--- src/rtl/mod_74x08_3.sv ---
// Triple 2-input AND gate. Y is purely combinational; Q is a registered copy
// of Y, and CHG pulses for one cycle when a capture alters Q.
module mod_74x08_3 (
    input  logic [0:2] A,
    input  logic [0:2] B,
    output logic [0:2] Y,
    input  logic       CLK,
    input  logic       RST,
    input  logic       EN,
    output logic [0:2] Q,
    output logic       CHG
);

    // Gate path: no clock or reset in the cone, so a positional A,B,Y-only
    // instantiation behaves as a plain gate package.
    assign Y = A & B;

    always_ff @(posedge CLK or posedge RST) begin
        if (RST) begin
            Q   <= '0;
            CHG <= 1'b0;
        end else if (EN) begin
            Q   <= Y;
            CHG <= (Y != Q);
        end else begin
            CHG <= 1'b0;
        end
    end

endmodule

--- config.mk ---
export PLATFORM = sky130hd
export DESIGN_NAME = mod_74x08_3
export DESIGN_NICKNAME = d
export VERILOG_FILES = /design/src/rtl/mod_74x08_3.sv
export SDC_FILE = /design/constraint.sdc
export NUM_CORES = 1
export LEC_CHECK = 0
export ABC_AREA = 1
export CORE_AREA = 2 2 39 41
export CTS_BUF_LIST = sky130_fd_sc_hd__clkbuf_4 sky130_fd_sc_hd__clkbuf_8
export DETAILED_ROUTE_END_ITERATION = 7
export DIE_AREA = 0 0 41 43
export PLACE_DENSITY_LB_ADDON = 0.2
export SLEW_MARGIN = 20
export SYNTH_ARGS = -nofsm -noshare
export SYNTH_HDL_FRONTEND = slang
export SYNTH_SLANG_ARGS = --single-unit
--- constraint.sdc ---
create_clock -name CLK -period 1.1 [get_ports CLK]
set_clock_uncertainty 0.1 [all_clocks]
set_input_delay 0.11 -clock CLK [delete_from_list [all_inputs] [get_ports CLK]]
set_output_delay 0.11 -clock CLK [all_outputs]
set_load 0.05 [all_outputs]
# [Yosys cells after proc, flatten, opt, wreduce, memory -nomap -nowiden]
# Cells that the tools add are included.
# Widths: inputs -> output; s select.
[totals] romBits=0 latch_bits=0 ff_bits=4 wordCells=5 ram_bits=0 mem_count=0
[classes] order_cmp=0 mux=1 eq_ne=1 n_reduce_logical=0 bitwise=1 div=0 multipliers=0 addsub=0 shifts=0
[ops] cell="$and 3x3->3" count=1
[ops] cell="$ne 3x3->1" count=1
[ops] cell="$mux 1" count=1

# [Logic depth before layout (Yosys ltp)]
[depth] depth_word=3 mapped_depth=6 ltp_nobuf=6

# [Worst setup path after synthesis]
# Ideal clock, no wire load.
[synth_timing] kind="register -> register" start="register Q[1] (netlist name)" end="register CHG" stages_incl_launch_ff=6 arrival_time_ns=1.004 slack_ns=-0.121 period_less_slack_ns=1.221 setup_ns=0.116 path_buffers=0 cell_sequence="dfrtp_1 > nand3_1 > nand2_1 > nand2_1 > nor2_2 > nor2_2"
[synth_via] elab_chain_len=2
[synth_rtl] item="start: declaration" line="10" source="output logic [0:2] Q,"
[synth_rtl] item="start signal: assignment" line="20" source="Q <= '0;"
[synth_rtl] item="start signal: assignment" line="23" source="Q <= Y;"
[synth_rtl] item="$ne 3x3->1" line="24" source="CHG <= (Y != Q);"
[synth_rtl] item="$mux 1" line="22" source="end else if (EN) begin"
[synth_rtl] item="end signal: assignment" line="24"
[synth_rtl] item="end: declaration" line="11" source="output logic CHG"
# Every way passes these cells.
# A chain may end at the register's enable or synchronous reset.

# [Final worst setup path]
[layout_timing] start="input port A[0] (netlist name)" end="output port Y[0] (netlist name)"
[layout_via] elab_chain_len=1
[layout_rtl] item="start: declaration" line="4" source="input logic [0:2] A,"
[layout_rtl] item="$and 3x3->3" line="16" source="assign Y = A & B;"
[layout_rtl] item="end: declaration" line="6" source="output logic [0:2] Y,"
# Every way passes these cells.

==> impl_metrics.env <==
export IMPL_status="complete, no violations"
export IMPL_synth_fa_ha_area_frac=0
export IMPL_clkSinkCount=4
export IMPL_required_ns=0.89
export IMPL_final_cell_mix="8 x nand2_1, 7 x buf_12, 6 x nand2_2"
export IMPL_startpoint_type="input port"
export IMPL_die_w_um=41
export IMPL_globalRouteTotalUtil=0.0735
export IMPL_cts_htree_levels=1
export IMPL_clkPwrFrac=0.354
export IMPL_setup_tns_final_ns=0
export IMPL_hpwl_um=486
export IMPL_grt_pass1_wl_um=834
export IMPL_coreArea_um2=1380
export IMPL_postSynthAreaPerCell_um2=6.90
export IMPL_layout_nets=66
export IMPL_criticalPathCategory="input port to output pin"
export IMPL_grt_pass1_vias=219
export IMPL_tightest_slew_ns=0.170
export IMPL_antenna_left=0
export IMPL_synthesis_area_um2=228
export IMPL_first_pass_iters=1
export IMPL_routed_wirelength_um=589
export IMPL_p_leak_uw=0.000298
export IMPL_vias=256
export IMPL_final_max_slew_violation_count=0
export IMPL_rows=14
export IMPL_numCtsBuffers=3
export IMPL_gp_congestion=0.556
export IMPL_gr_total_overflow=0
export IMPL_viasPerCell=3.56
export IMPL_p_comb_frac=0.368
export IMPL_synth_compound_area_frac=0.0659
export IMPL_io_pins=16
export IMPL_yosys_area_share_xor_xnor=0
export IMPL_seq_power_share=0.278
export IMPL_rsz0062_at_grt="no"
export IMPL_relSlewSlack=0.886
export IMPL_areaGrowthSynthToFinish_pct=142
export IMPL_arrival_ns=0.86
export IMPL_p_int_uw=441
export IMPL_dieHeight_um=43
export IMPL_maxCapViolCount=0
export IMPL_switching_power_uw=199
export IMPL_cts_clk_slew_worst_paths_ns=0.04
export IMPL_dieArea_um2=1760
export IMPL_n_antenna_cell=0
export IMPL_drc=0
export IMPL_hold_path_class="input port to flop"
export IMPL_cts_tree="done"
export IMPL_synth_top_family_by_area="simple AND/OR/NAND/NOR gates"
export IMPL_io_buffers=15
export IMPL_setup_viol=0
export IMPL_period_minus_slack_ns=1.07
export IMPL_max_freq_ghz=0.939
export IMPL_clockRootBuffer="clkbuf_4"
export IMPL_layout_drive_gt1_share=0.518
export IMPL_ys_ff_latch=4
export IMPL_muxShareOfSynthArea=0
export IMPL_final_area_um2=551
export IMPL_p_sw_frac=0.311
export IMPL_grt_max_degree=8
export IMPL_drtIter0Drc=0
export IMPL_post_drt_wl_per_cell_um=8.18
export IMPL_placed_area_um2=487
export IMPL_ys_types=9
export IMPL_start_util=0.165
export IMPL_yosys_area_share_simple=0.363
export IMPL_layout_commonest_cell="nand2_1"
export IMPL_antenna_found_initial=0
export IMPL_post_route_period_util=0.968
export IMPL_clock_path_buffers=2
export IMPL_synth_cells=33
export IMPL_yosys_warnings=0
export IMPL_finalHoldViolations=0
export IMPL_synth_sequential_area_ratio=0.440
export IMPL_cp_end_kind="output pin"
export IMPL_insertion_delay_ns=0.24
export IMPL_powerDensity_nw_per_um2=1160
export IMPL_ir_worst_vdd_v=0.000668
export IMPL_syn_nets=42
export IMPL_cp_max_fo=3
==> path summary, 6_finish.rpt <==
path | end | depth (start not counted) | from | slack [ns]
min | Q[1] | 3 | B[1] | 0.12
max reg2reg | CHG | 6 | Q[2] | 0.07
min reg2reg | Q[1] | 2 | Q[1] | 0.46
max in group asynchronous | Q[1] | 3 | RST | 0.20
min in group asynchronous | Q[0] | 3 | RST | 0.51
max | Y[0] | 4 | A[0] | 0.03
==> critical path: stages <==
cell	delay, ns
clkdlybuf4s50_1	0.47
nand2_2	0.07
inv_2	0.08
buf_12	0.13
==> final cells by class <==
| cell class | instances | area, um2 |
|---|---|---|
| clock buffer | 4 | 30.0 |
| fill | 147 | 833 |
| inverter | 8 | 30.0 |
| multi-input combinational | 21 | 105 |
| sequential | 4 | 104 |
| tap | 16 | 20.0 |
| timing repair buffer | 19 | 262 |
==> metal layers <==
metal / wire [um] / GRT usage
met1: 252 / 0.0942
met2: 263 / 0.0969
met3: 73 / 0.0209
met4: 0 / 0.0600
met5: 0 / 0
==> metrics by stage <==
step | utilization | worst slack, ns | hold slack (ns) | total power [uW] | instances
finish | 0.398 | 0.0349 | 0.121 | 640 | 72
floorplan | - | 0.0287 | -0.224 | 279 | 33
CTS | 0.382 | 0.00351 | 0.307 | 651 | 71
detailed placement | 0.352 | -0.0805 | 0.214 | 409 | 66
global placement | 0.352 | -0.0756 | 0.207 | 408 | 66
global route | 0.398 | 0.00203 | 0.149 | 677 | 72
==> cell usage after synthesis (all sizes together) <==
master	instances	area share
dfrtp	4	0.44
nor2	2	0.055
nand3	2	0.044
nand2	14	0.26
o21ai	3	0.066
inv	8	0.13
==> cells by family after synthesis <==
kind of cell           count (synthesis)
and+or+nand+nor                       18
AOI/OAI and AO/OA                      3
buffers and inverters                  8
DFF                                    4
==> power groups by stage <==
stage	Clock (uW)	Combinational (uW)	Sequential [uW]
global placement	0	228	180
floorplan	0	62.8	216
finish	227	236	178
detailed placement	0	229	180
global route	248	250	179
CTS	239	234	178
==> what timing repair did <==
item | 4_1_cts | 5_1_grt
endpoints found under the hold margin | 4 | 0
resized for setup | 4 | 6
hold buffers | 1 | 0
buffers inserted | 0 | 1
setup endpoints to repair | 2 | 4
pin swaps | 0 | 3
==> registers in the layout, summed over array words and instances (netlist names) <==
signal and count:
Q 3, CHG 1
Note: power is estimated with default switching activity, not from simulation.
